$ cat src/rtl/multi_tick_divider.sv
// multi_tick_divider: per-channel tick strobe / square-wave divider with runtime-reloadable divide; MULTI_TICK_SYNC_EN adds a sync input
module multi_tick_divider #(
   parameter int NUM_CH = 4,
   parameter int CNT_W = 32,
   parameter int DEFAULT_DIV = 9999900,
   localparam int CH_W = NUM_CH > 1 ? $clog2(NUM_CH) : 1
) (
   input  logic              clk,
   input  logic              reset,
`ifdef MULTI_TICK_SYNC_EN
   input  logic              sync,
`endif
   input  logic [NUM_CH-1:0] ch_en,
   input  logic              cfg_valid,
   output logic              cfg_ready,
   input  logic [CH_W-1:0]   cfg_ch,
   input  logic [CNT_W-1:0]  cfg_div,
   output logic [NUM_CH-1:0] tick,
   output logic [NUM_CH-1:0] slow_clk
);
   logic sync_i;
   logic rdy;
   logic [NUM_CH-1:0] pend;
`ifdef MULTI_TICK_SYNC_EN
   assign sync_i = sync;
`else
   assign sync_i = 1'b0;
`endif
   always_comb begin
      rdy = 1'b1;
      for (int i = 0; i < NUM_CH; i++)
         if (cfg_ch == CH_W'(i)) rdy = ~pend[i];
   end
   assign cfg_ready = rdy & ~sync_i;
   for (genvar g = 0; g < NUM_CH; g++) begin : ch
      logic [CNT_W-1:0] cnt, div_act, div_pend;
      logic tick_r, slow_r, pend_r, wrap, xfer;
      assign wrap = cnt >= div_act;
      assign xfer = cfg_valid & cfg_ready & (cfg_ch == CH_W'(g));
      assign tick[g] = tick_r;
      assign slow_clk[g] = slow_r;
      assign pend[g] = pend_r;
      always_ff @(posedge clk or posedge reset)
         if (reset) begin
            cnt <= '0;
            div_act <= CNT_W'(DEFAULT_DIV);
            div_pend <= '0;
            pend_r <= 1'b0;
            tick_r <= 1'b0;
            slow_r <= 1'b0;
         end else if (sync_i) begin
            cnt <= '0;
            tick_r <= 1'b0;
            slow_r <= 1'b0;
            if (pend_r) div_act <= div_pend;
            pend_r <= 1'b0;
         end else begin
            tick_r <= ch_en[g] & wrap;
            if (ch_en[g]) begin
               if (wrap) begin
                  cnt <= '0;
                  slow_r <= ~slow_r;
                  if (pend_r) begin
                     div_act <= div_pend;
                     pend_r <= 1'b0;
                  end
               end else
                  cnt <= cnt + 1'b1;
            end
            // running channels defer the new divide to the next wrap so the period never glitches
            if (xfer) begin
               if (ch_en[g]) begin
                  div_pend <= cfg_div;
                  pend_r <= 1'b1;
               end else begin
                  div_act <= cfg_div;
                  cnt <= '0;
               end
            end
         end
   end
endmodule

$ cat config.mk
export PLATFORM = sky130hd
export DESIGN_NAME = multi_tick_divider
export DESIGN_NICKNAME = d
export VERILOG_FILES = /design/src/rtl/multi_tick_divider.sv
export SDC_FILE = /design/constraint.sdc
export NUM_CORES = 1
export LEC_CHECK = 0
export BUFFER_PORTS_ARGS = -buffer_cell sky130_fd_sc_hd__buf_2
export CAP_MARGIN = 25
export CELL_PAD_IN_SITES_DETAIL_PLACEMENT = 0
export CELL_PAD_IN_SITES_GLOBAL_PLACEMENT = 1
export CORE_MARGIN = 2
export CORE_UTILIZATION = 40
export CTS_CLUSTER_DIAMETER = 80
export DETAILED_ROUTE_END_ITERATION = 8
export GPL_TIMING_DRIVEN = 0
export MAX_ROUTING_LAYER = met4
export PLACE_DENSITY = 0.74
export SETUP_SLACK_MARGIN = 0.02
export SYNTH_ARGS = -nofsm -noshare
export SYNTH_HDL_FRONTEND = slang
export SYNTH_SLANG_ARGS = --single-unit
$ cat constraint.sdc
create_clock -name clk -period 11.3 [get_ports clk]
set_input_delay 1.13 -clock clk [delete_from_list [all_inputs] [get_ports clk]]
set_output_delay 1.13 -clock clk [all_outputs]
set_load 0.02 [all_outputs]
### Word level (Yosys, flattened, before mapping)

Cells that the tools add are included.

* $add $sub $neg: 4
* magnitude comparators: 4
* eq/ne operators: 3
* muxes and demuxes: 56
* bitwise logic cells: 17
* reductions and logical operators: 9

Operator list (number)
* $mux 32: 36
* $add 32x1->32 const B: 4
* $ge 32x32->1: 4
* $mux 1: 20
* $reduce_and 2->1: 8
* $and 1x1->1: 9
* $not 1->1: 8
* $eq 2x2->1 const B: 2
* $eq 2x1->1 const B: 1
* $logic_not 2->1: 1

* bits in registers: 396
* input port bits: 41
* output and inout bits: 9

### Longest topological paths before layout

Gate-level depths: netlist of run 1.

* depth in word-level cells: 8
* gate-level depth with buffers: 11
* mapped depth without buffers: 9

### Worst setup path before layout of run 1

OpenSTA, ideal clock, no wires.

* kind: input-to-reg
* start point: input ch_en[0]
* end point: register ch[0].cnt[31]
* data arrival time: 2.833 ns
* required time: 11.227 ns
* path slack: 8.394 ns
* cell stages on the path: 8
* path buffers: 1
* cells stage by stage: and4_4 -> nand3_4 -> nor3_4 -> or3b_4 -> or2_1 -> buf_6 -> or3_4 -> a21oi_2

* longest elaborated chain between the ends: 3

RTL lines
* start, declared: line 13 `input logic [NUM_CH-1:0] ch_en,`
* $mux 32: line 59 `if (ch_en[g]) begin`
* $mux 32: line 72 `if (ch_en[g]) begin`
* $mux 32 (*): line 71 `if (xfer) begin`
* end signal, assigned: line 68 `cnt <= cnt + 1'b1;`
* end, declared: line 36 `logic [CNT_W-1:0] cnt, div_act, div_pend;`

Mark *: on every way between the ends. The rest lies on a longest branch, timed or not.
A chain may end at the register's enable or synchronous reset.

### Worst setup path in the final report of run 1

* start point: input cfg_ch[0]
* end point: output cfg_ready

* longest elaborated chain between the ends: 5
* elaborated cells on any way between the ends: 8
* those cells by class: eq/ne: 3; mux: 4; reduce/logical: 1

RTL lines
* start, declared: line 16 `input logic [CH_W-1:0] cfg_ch,`
* $logic_not 2->1: line 32 `if (cfg_ch == CH_W'(i)) rdy = ~pend[i];`
* $mux 1 (3 in series): line 32
* $mux 1 (*): line 32
* end, declared: line 15 `output logic cfg_ready,`

Marks and branches as above.

==> flow_metrics.py, run 1 <==
metrics = {
    "detailed_routing": {
        "antenna_left": 0,
        "drc_errors": 0,
        "post_drt_wl_per_cell_um": 18.4,
        "drt-total-wl_mm": 51.4,
        "firstDrtPassIters": 7,
        "vias_per_cell": 5.31,
        "drt_iter0_drc": 1119,
        "vias": 14800,
    },
    "placement": {
        "dp_hpwl_mm": 37.8,
        "numPortBuffers": 46,
        "pre_cts_ws_ns": 7.75,
        "gp_congestion": 0.838,
        "placed_cells": 2707,
    },
    "timing": {
        "rsz0062_at_grt": "no",
        "fmax_mhz": 311,
        "finalClockSkew_ns": 0.0125,
        "setup_viol_count_final": 0,
        "fin_ws_ns": 8.08,
        "post-route-period-util_pct": 28.5,
        "fin_crit_ns": 3.22,
        "worst_hold_slack_ns": 0.465,
        "fin_setup_tns_ns": 0,
        "drv_slew": 0,
        "slew_headroom_pct": 38.0,
        "worst_pin_slew_ns": 0.921,
        "final_hold_viol_count": 0,
    },
    "outcome": {
        "status": "finished clean",
    },
    "grt": {
        "overflow": 0,
        "track_usage_pct": 21.5,
        "grt_max_degree": 44,
        "grt_pass1_vias": 14700,
        "antenna_found_initial": 0,
        "grt_pass1_wl_mm": 82.9,
    },
    "logic_synthesis": {
        "synth_top_area_cell": "dfrtp_1",
        "synthArstFlopShare_pct": 100,
        "yosysWarnings": 0,
        "netlist_area_um2": 19800,
        "synth_ff_type": "dfrtp_1",
        "synth-seq-cells": 396,
        "netlist_top_cells_area": "dfrtp_1 45%, ha_1 8.3%, dfstp_2 5.3%, mux2_2 4.2%, nand2_1 4.1%",
        "syn-num-nets": 2159,
        "synth_simple_gate_area_share_pct": 13.9,
        "synth_cells": 1986,
        "post_synth_num_cell_types": 61,
        "synth_compound_area_share_pct": 11.8,
        "synth_xor_xnor_area_share_pct": 5.22,
        "synth-edff-count": 0,
        "synth_top_area_share_pct": 45.0,
        "seq_area_frac_synth_pct": 50.3,
        "synth_area_per_cell_um2": 9.97,
        "synth.most_common_cell": "dfrtp_1",
        "synth-adder-area-share_pct": 8.34,
        "synthMuxAreaShare_pct": 5.44,
        "synth_top_family_by_area": "simple AND/OR/NAND/NOR gates",
        "synthTopCellsByCount": "356 x dfrtp_1, 216 x nand2_1, 199 x nor2_1",
    },
    "clocking": {
        "cts_tree": "built",
        "cts.root.buffer_cell": "clkbuf_16",
        "hold_buffers": 0,
        "clock_latency_ns": 0.57,
        "cts_buffers": 44,
        "cts_buffer_depth": 3,
        "cts_setup_buffers": 0,
        "htreeDepth": 2,
        "cts-resized-gates": 0,
        "clkSlewWorstSetupHoldPaths_ns": 0.06,
        "clkSinkCount": 396,
    },
    "setup_path": {
        "rr_worst_depth": 9,
        "crit_path_start_kind": "input pin",
        "critical_path_required_ns": 10.17,
        "cp_slowest_cell": "mux4_2",
        "crit_path_max_incr_delay_ns": 0.57,
        "cp_num_cells": 4,
        "cp_max_fo": 4,
        "crit_arrival_ns": 2.09,
        "critPathBufInv": 3,
        "worst_path_most_repeated_cell": "buf_2",
        "crit_type": "input pin to output pin",
        "crit_family": "multiplexers",
        "crit_chain": "buf_2 > mux4_2 > inv_1 > buf_2",
        "end_kind": "output pin",
    },
    "pwr": {
        "ir_worst_vdd_v": 0.0000958,
        "p_leak_nw": 11.0,
        "pwr_density_cell_nw_per_um2": 189,
    },
    "finish": {
        "nNetsFinal": 2262,
        "fin_cells": 2787,
        "drive_above_1_share_pct": 13.1,
        "post-route-util_pct": 46.3,
        "n_antenna_cell": 0,
        "area_delta_synth_final_pct": 14.3,
    },
    "job": {
        "maxCapViolations": 0,
    },
    "die": {
        "coreArea_um2": 48800,
        "die-width_um": 226,
        "initial_core_util_pct": 40.5,
        "row_count": 81,
        "die_height_um": 226,
        "io_pins": 50,
        "die_area_um2": 51300,
    },
    "min_path": {
        "holdPathStages": 1,
        "hp-class": "flop to flop",
    },
}
## power breakdown
group,total (W),internal [W],switching (W)
Sequential,0.00199,0.00180,0.000198
Clock,0.00154,0.000938,0.000599
Combinational,0.000748,0.000328,0.000419
## stage by stage
step | power, W | cell area, µm²
floorplan | 0.00251 | 19800
global placement | 0.00271 | 20900
finish | 0.00428 | 22600
CTS | 0.00431 | 22600
detailed placement | 0.00276 | 21100
global route | 0.00453 | 22600
## cell families after synthesis
family,count (synthesis)
XOR/XNOR,118
buffers and inverters,252
flip-flops,396
multiplexers,97
AND/OR/NAND/NOR,606
adder cells (fa/ha/maj),132
AO/OA/AOI/OAI,385
## layer usage
layer | vias to the layer above | track usage [%] | share of wire, %
li1 | 7119 | - | -
met1 | 7316 | 28.5 | 46
met2 | 275 | 33.2 | 46
met3 | 94 | 3.25 | 3.9
met4 | 0 | 8.34 | 4.1
met5 | - | - | 0
## worst register-to-register path: stages (launching register included)
cell	delay, ns
dfrtp_1	0.43
ha_1	0.33
nand4_1	0.15
nor4_1	0.42
nand4_1	0.15
a31oi_1	0.29
nor2_1	0.18
o21ai_0	0.45
clkbuf_1	0.53
nor2_1	0.12
## state kept, by name, indices dropped and copies added, names as in the netlist, named ones only
register	flops
ch.tick_r	4
ch.div_pend	128
ch.cnt	128
ch.div_act	128
ch.slow_r	4
## cells in the final DEF, fill, tap and decap left out, types with 4 or more instances in the layout
cell type and n:
xor2_1 81, bufinv_16 6, clkbuf_8 11, clkinvlp_4 4, o211ai_1 23, buf_4 8, a31oi_1 91, nand2b_1 6
mux2_2 74, buf_12 11, nand2_1 216, buf_2 54, clkbuf_1 85, nand4_1 44, mux2i_1 22, o21a_1 4
and3_1 26, a32o_1 4, dfrtp_1 356, xnor2_1 37, clkinv_2 8, and4_1 11, a21oi_1 70, ha_1 132
nor2_1 199, inv_1 153, nor3_1 11, o22ai_1 71, clkbuf_16 45, a221oi_1 8, nand3_1 59, dfstp_2 40
nor4_1 8, o21ai_0 93
## path summary, 6_finish.rpt
path                       slack, ns                           to                     start
max reg2reg                     8.11       ch[2].cnt[3]$_DFF_PP0_   ch[2].cnt[25]$_DFF_PP0_
min in group asynchronous       0.62       ch[2].tick_r$_DFF_PP0_                     reset
min                             0.46     ch[0].slow_r$_DFFE_PP0P_  ch[0].slow_r$_DFFE_PP0P_
max                             8.08                    cfg_ready                 cfg_ch[0]
min reg2reg                     0.46     ch[0].slow_r$_DFFE_PP0P_  ch[0].slow_r$_DFFE_PP0P_
max in group asynchronous       9.23  ch[3].div_act[23]$_DFF_PP1_                     reset
## layout make-up
cell class,instances,area (µm²)
clock inverter,17,243
inverter,155,586
timing repair buffer,57,450
multi-input combinational,1338,8840
sequential,396,9960
clock buffer,63,1300
tap,664,831
buffer,97,419
fill,4671,26200
Note: power is estimated with default switching activity, not from simulation.
==> run 2: changes to the inputs <==
PLACE_DENSITY = 0.71   (was 0.74)
clock period = 3.2 ns   (was 11.3 ns; I/O delays follow)
==> run 2 against run 1 <==
Compared with the run above:
- via count fell by 0.61%
- final area fell by 0.56%
- flip-flop and latch count did not move
- die area did not move
- total power rose to 3.4 times the previous value
- sequential power rose to 3.5 times the previous value
- count of clock-buffer cells in the layout rose by 6
- critical path type is now flop to flop
==> flow_metrics.py, run 2 (synthesized netlist as in run 1, its figures left out) <==
metrics = {
    "pwr": {
        "power.total_w": 0.0147,
        "p_int_w": 0.0104,
        "pwr_density_cell_nw_per_um2": 651,
        "p_seq_share_pct": 48.0,
        "ir_worst_vdd_v": 0.000338,
        "pwr-share-clk_pct": 34.1,
        "p_leak_nw": 11.0,
        "swShare_pct": 28.8,
        "p_comb_share_pct": 17.9,
        "power.switching_w": 0.00423,
    },
    "setup_path": {
        "critical_path_required_ns": 3.63,
        "regToRegStartpoint": "ch[0].div_act[9]$_DFF_PP1_",
        "crit_type": "flop to flop",
        "end_kind": "flop",
        "timing.rr.end": "ch[0].cnt[30]$_DFF_PP0_",
        "r2r_slack_ns": 0.26,
        "rr_worst_depth": 9,
        "cp_max_fo": 10,
        "crit_path_start_kind": "flop",
        "crit_arrival_ns": 3.37,
    },
    "min_path": {
        "holdPathStages": 3,
        "min_to": "ch[1].div_act[29]$_DFF_PP0_",
        "hp-start": "cfg_div[29]",
        "hp-class": "input pin to flop",
    },
    "finish": {
        "n_antenna_cell": 0,
        "nNetsFinal": 2262,
        "stdcell_area_um2": 22500,
        "top_regs": "ch.cnt x128, ch.div_act x128, ch.div_pend x128",
        "final_common_cell": "dfrtp_1",
        "drive_above_1_share_pct": 13.4,
        "area_delta_synth_final_pct": 13.7,
        "final_cell_mix": "356 x dfrtp_1, 216 x nand2_1, 199 x nor2_1",
    },
    "detailed_routing": {
        "drc_errors": 0,
        "firstDrtPassIters": 5,
        "vias_per_cell": 5.28,
        "vias": 14700,
        "antenna_left": 0,
        "post_drt_wl_per_cell_um": 18.4,
        "drt_iter0_drc": 909,
        "drt-total-wl_mm": 51.3,
    },
    "timing": {
        "slew_headroom_pct": 39.8,
        "post-route-period-util_pct": 91.9,
        "fin_setup_tns_ns": 0,
        "finalClockSkew_ns": 0.0110,
        "drv_slew": 0,
        "final_hold_viol_count": 0,
        "setup_viol_count_final": 0,
        "fin_crit_ns": 2.94,
        "rsz0062_at_grt": "yes",
        "worst_pin_slew_ns": 0.895,
        "fmax_mhz": 340,
    },
    "placement": {
        "numPortBuffers": 46,
        "dp_hpwl_mm": 38.1,
        "dpl_cell_area_um2": 21100,
        "gp_congestion": 0.819,
    },
    "clocking": {
        "cts_buffer_depth": 3,
        "cts_tree": "built",
        "htreeDepth": 2,
        "clkSinkCount": 396,
        "cts_buffers": 44,
        "cts.root.buffer_cell": "clkbuf_16",
        "clkSlewWorstSetupHoldPaths_ns": 0.06,
        "clock_latency_ns": 0.57,
        "cts_setup_buffers": 0,
    },
    "grt": {
        "grt_pass1_wl_mm": 83.0,
        "track_usage_pct": 21.5,
        "overflow": 0,
        "grt_max_degree": 42,
        "antenna_found_initial": 0,
        "grt_pass1_vias": 14800,
    },
    "job": {
        "maxCapViolations": 0,
    },
    "die": {
        "initial_core_util_pct": 40.5,
        "io_pins": 50,
        "row_count": 81,
        "coreArea_um2": 48800,
        "die_height_um": 226,
        "die_area_um2": 51300,
        "die-width_um": 226,
    },
    "outcome": {
        "status": "finished clean",
    },
}
run 2: how the worst max path moves through the flow:
stage,from,endpoint,cells after the start
floorplan,reset,async pin,1
global placement,reset,ch[3].cnt[24]$_DFF_PP0_,2
detailed placement,ch[2].cnt[30]$_DFF_PP0_,ch[2].cnt[8]$_DFF_PP0_,9
CTS,ch[2].div_act[19]$_DFF_PP1_,ch[2].div_act[16]$_DFF_PP0_,10
global route,ch[3].div_act[2]$_DFF_PP1_,ch[3].div_act[27]$_DFF_PP0_,11
finish,ch[0].div_act[9]$_DFF_PP1_,ch[0].cnt[30]$_DFF_PP0_,9
run 2: final cells by class:
| class | instances | area (µm²) |
|---|---|---|
| inverter | 155 | 586 |
| timing repair buffer | 57 | 448 |
| clock buffer | 69 | 1300 |
| buffer | 97 | 439 |
| multi-input combinational | 1338 | 8840 |
| clock inverter | 11 | 105 |
| fill | 4680 | 26300 |
| tap | 664 | 831 |
| sequential | 396 | 9960 |
run 2: worst max-delay path, stage by stage, from the launching register on:
cell and delay, ns:
dfstp_2 0.53, inv_1 0.04, ha_1 0.29, and4_1 0.25
nand2_1 0.06, or4_1 0.51, and3_1 0.21, o221ai_1 0.37
clkbuf_1 0.45, nor2_1 0.10
run 2: power by group through the flow:
stage | sequential (W) | clock (W) | combinational, W
4_1_cts | 0.00703 | 0.00512 | 0.00266
3_5_place_dp | 0.00711 | 0 | 0.00265
6_report | 0.00704 | 0.00500 | 0.00262
2_1_floorplan | 0.00690 | 0 | 0.00196
5_1_grt | 0.00720 | 0.00530 | 0.00305
3_3_place_gp | 0.00709 | 0 | 0.00248
run 2: layer usage:
layer  wire length (µm)  up-vias  GRT usage [%]
met5                  0        -              -
met4               2150        0           9.21
met3               2160      107           3.21
met2              23400      256           33.3
met1              23600     7223           28.1
li1                   -     7128              -
run 2: repair_timing:
action / CTS / global route
hold buffers: 1 / 0
hold endpoints to repair: 29 / 0
resized for setup: 1 / 32
pin swaps: 0 / 0
setup endpoints to repair: 4 / 118
run 2: metrics by stage:
step	worst slack, ns	instances	util, %	hold slack [ns]
2_1_floorplan	-2.42	1986	-	0.443
3_3_place_gp	-4.77	2696	42.7	0.457
3_5_place_dp	0.0185	2706	43.1	0.459
4_1_cts	0.0245	2787	46.0	0.0120
5_1_grt	0.00406	2787	46.1	0.0521
6_report	0.259	2787	46.1	0.0445
==> run 3: changes to the inputs <==
CTS_BUF_LIST = sky130_fd_sc_hd__clkbuf_8   (was unset)
==> run 3 against run 2 <==
Compared with the run above:
- final cell count increased by 2.2%
- count of clock-buffer cells in the layout rose by 18
- hold slack worse by 0.0049 ns
- die area stayed put
- routed wire length up 0.97%
- global-route usage is 0.22 points higher
- final area rose by 0.31%
- critical path depth rose by 1
- maximum frequency is 0.37% higher
- setup slack better by 0.011 ns
- critical path type unchanged
==> flow_metrics.py, run 3 (synthesized netlist as in run 1, its figures left out) <==
metrics = {
    "grt": {
        "antenna_found_initial": 1,
        "grt_pass1_vias": 15000,
        "grt_pass1_wl_mm": 83.8,
        "use_met2_pct": 34.1,
        "gr-max-usage-layer": "met2",
        "grt_max_degree": 42,
        "use_met3_pct": 3.23,
        "overflow": 0,
        "use_met1_pct": 28.4,
        "track_usage_pct": 21.7,
    },
    "finish": {
        "top_regs": "ch.cnt x128, ch.div_act x128, ch.div_pend x128",
        "post-route-util_pct": 46.2,
        "drive_above_1_share_pct": 14.4,
        "fillers": 4719,
        "stdcell_area_um2": 22600,
        "nNetsFinal": 2299,
        "area_delta_synth_final_pct": 14.0,
        "final_common_cell": "dfrtp_1",
        "final_cell_mix": "356 x dfrtp_1, 216 x nand2_1, 199 x nor2_1",
    },
    "setup_path": {
        "regToRegStartpoint": "ch[0].div_act[9]$_DFF_PP1_",
        "crit_arrival_ns": 3.46,
        "end_kind": "flop",
        "crit_type": "flop to flop",
        "cp_max_fo": 10,
        "crit_start": "ch[0].div_act[9]$_DFF_PP1_",
        "critical_path_required_ns": 3.73,
        "crit_path_start_kind": "flop",
    },
    "pwr": {
        "p_seq_share_pct": 49.3,
        "power.switching_w": 0.00431,
        "swShare_pct": 30.2,
        "pwr_density_cell_nw_per_um2": 632,
        "p_comb_share_pct": 18.4,
        "p_leak_nw": 11.2,
        "p_int_w": 0.00996,
        "ir_worst_vdd_v": 0.000258,
        "pwr-share-clk_pct": 32.2,
    },
    "timing": {
        "fin_crit_ns": 2.93,
        "drv_slew": 0,
        "post-route-period-util_pct": 91.6,
        "finalClockSkew_ns": 0.0206,
        "rsz0062_at_grt": "no",
        "final_hold_viol_count": 0,
        "setup_viol_count_final": 0,
        "worst_pin_slew_ns": 0.894,
        "worst_hold_slack_ns": 0.0396,
        "slew_headroom_pct": 39.9,
        "fmax_mhz": 341,
    },
    "die": {
        "initial_core_util_pct": 40.5,
        "die_height_um": 226,
        "coreArea_um2": 48800,
        "die_area_um2": 51300,
        "die-width_um": 226,
        "row_count": 81,
        "io_pins": 50,
    },
    "clocking": {
        "cts_tree": "built",
        "cts_buffers": 72,
        "htreeDepth": 3,
        "clock_latency_ns": 0.62,
        "clkSinkCount": 396,
        "cts_buffer_depth": 3,
        "cts_setup_buffers": 0,
        "clkSlewWorstSetupHoldPaths_ns": 0.06,
        "cts.root.buffer_cell": "clkbuf_8",
    },
    "detailed_routing": {
        "vias_per_cell": 5.25,
        "drt_iter0_drc": 932,
        "vias": 14900,
        "drt-total-wl_mm": 51.8,
        "drc_errors": 0,
        "post_drt_wl_per_cell_um": 18.2,
        "firstDrtPassIters": 5,
        "antenna_left": 0,
    },
    "placement": {
        "numPortBuffers": 46,
        "dp_hpwl_mm": 38.1,
        "dpl_cell_area_um2": 21100,
        "gp_congestion": 0.819,
    },
    "min_path": {
        "hp-start": "cfg_div[4]",
        "hp-class": "input pin to flop",
    },
    "outcome": {
        "status": "finished clean",
    },
    "job": {
        "maxCapViolations": 0,
    },
}
-- run 3: cell count changes in the layout (fill, tap and decap cells not counted), moves of 4 or more --
cell / delta
clkbuf_8: +79
clkbuf_1: -15
inv_1: +35
dlygate4sd3_1: +9
clkbuf_16: -45
clkinv_2: -4
-- run 3: critical path, stage by stage, from the launching register on --
cell and delay, ns:
dfstp_2 0.53, inv_1 0.04, ha_1 0.28, and4_1 0.25
nand2_1 0.06, or4_1 0.51, a31oi_1 0.29, o211a_1 0.26
clkbuf_1 0.41, nand2_1 0.11, o211ai_1 0.11
-- run 3: power groups by stage --
stage	registers [W]	clock network (W)	logic (W)
after floorplan	0.00690	0	0.00196
after global placement	0.00709	0	0.00248
after detailed placement	0.00711	0	0.00265
after CTS	0.00704	0.00474	0.00267
after global routing	0.00720	0.00495	0.00305
final	0.00704	0.00460	0.00263
-- run 3: through the flow --
step	setup TNS (ns)	setup slack (ns)	cells	power (W)
after floorplan	-898.97	-2.42	1986	0.00886
after detailed placement	0	0.0185	2706	0.00976
after CTS	0	0.0223	2846	0.0144
final	0	0.270	2847	0.0143
after global placement	-1791.77	-4.77	2696	0.00957
after global routing	0	0.0553	2847	0.0152
-- run 3: layout make-up --
cell class	count	area, µm²	share of cell area [%]
diodes	1	2.50	0.0111
inverters	155	586	2.59
flip-flops and latches	396	9960	44.1
well taps	664	831	3.68
multi-input cells	1338	8840	39.2
clock buffers	87	1200	5.30
plain buffers	97	442	1.96
clock inverters	43	179	0.793
repair buffers	66	538	2.38
-- run 3: timing repair --
item	CTS	global route
hold buffers	10	0
endpoints found under the hold margin	40	0
resized for setup	0	34
setup endpoints to repair	0	109
-- run 3: final timing paths --
path                                                   to  slack [ns]  depth (start not counted)
min reg2reg                      ch[2].slow_r$_DFFE_PP0P_        0.46                          1
max                           ch[0].div_act[23]$_DFF_PP1_        0.27                         10
min                            ch[1].div_act[4]$_DFF_PP1_        0.04                          3
min in group asynchronous  ch[0].div_pend[10]$_DFFE_PP0P_        0.45                          3
max reg2reg                   ch[0].div_act[23]$_DFF_PP1_        0.27                         10
max in group asynchronous     ch[1].div_act[20]$_DFF_PP1_        1.19                          7
-- run 3: metal layers --
| metal | wire length [µm] | share of wire, % |
|---|---|---|
| met4 | 1660 | 3.2 |
| met2 | 24100 | 47 |
| met1 | 23800 | 46 |
| met3 | 2180 | 4.2 |
| met5 | 0 | 0 |
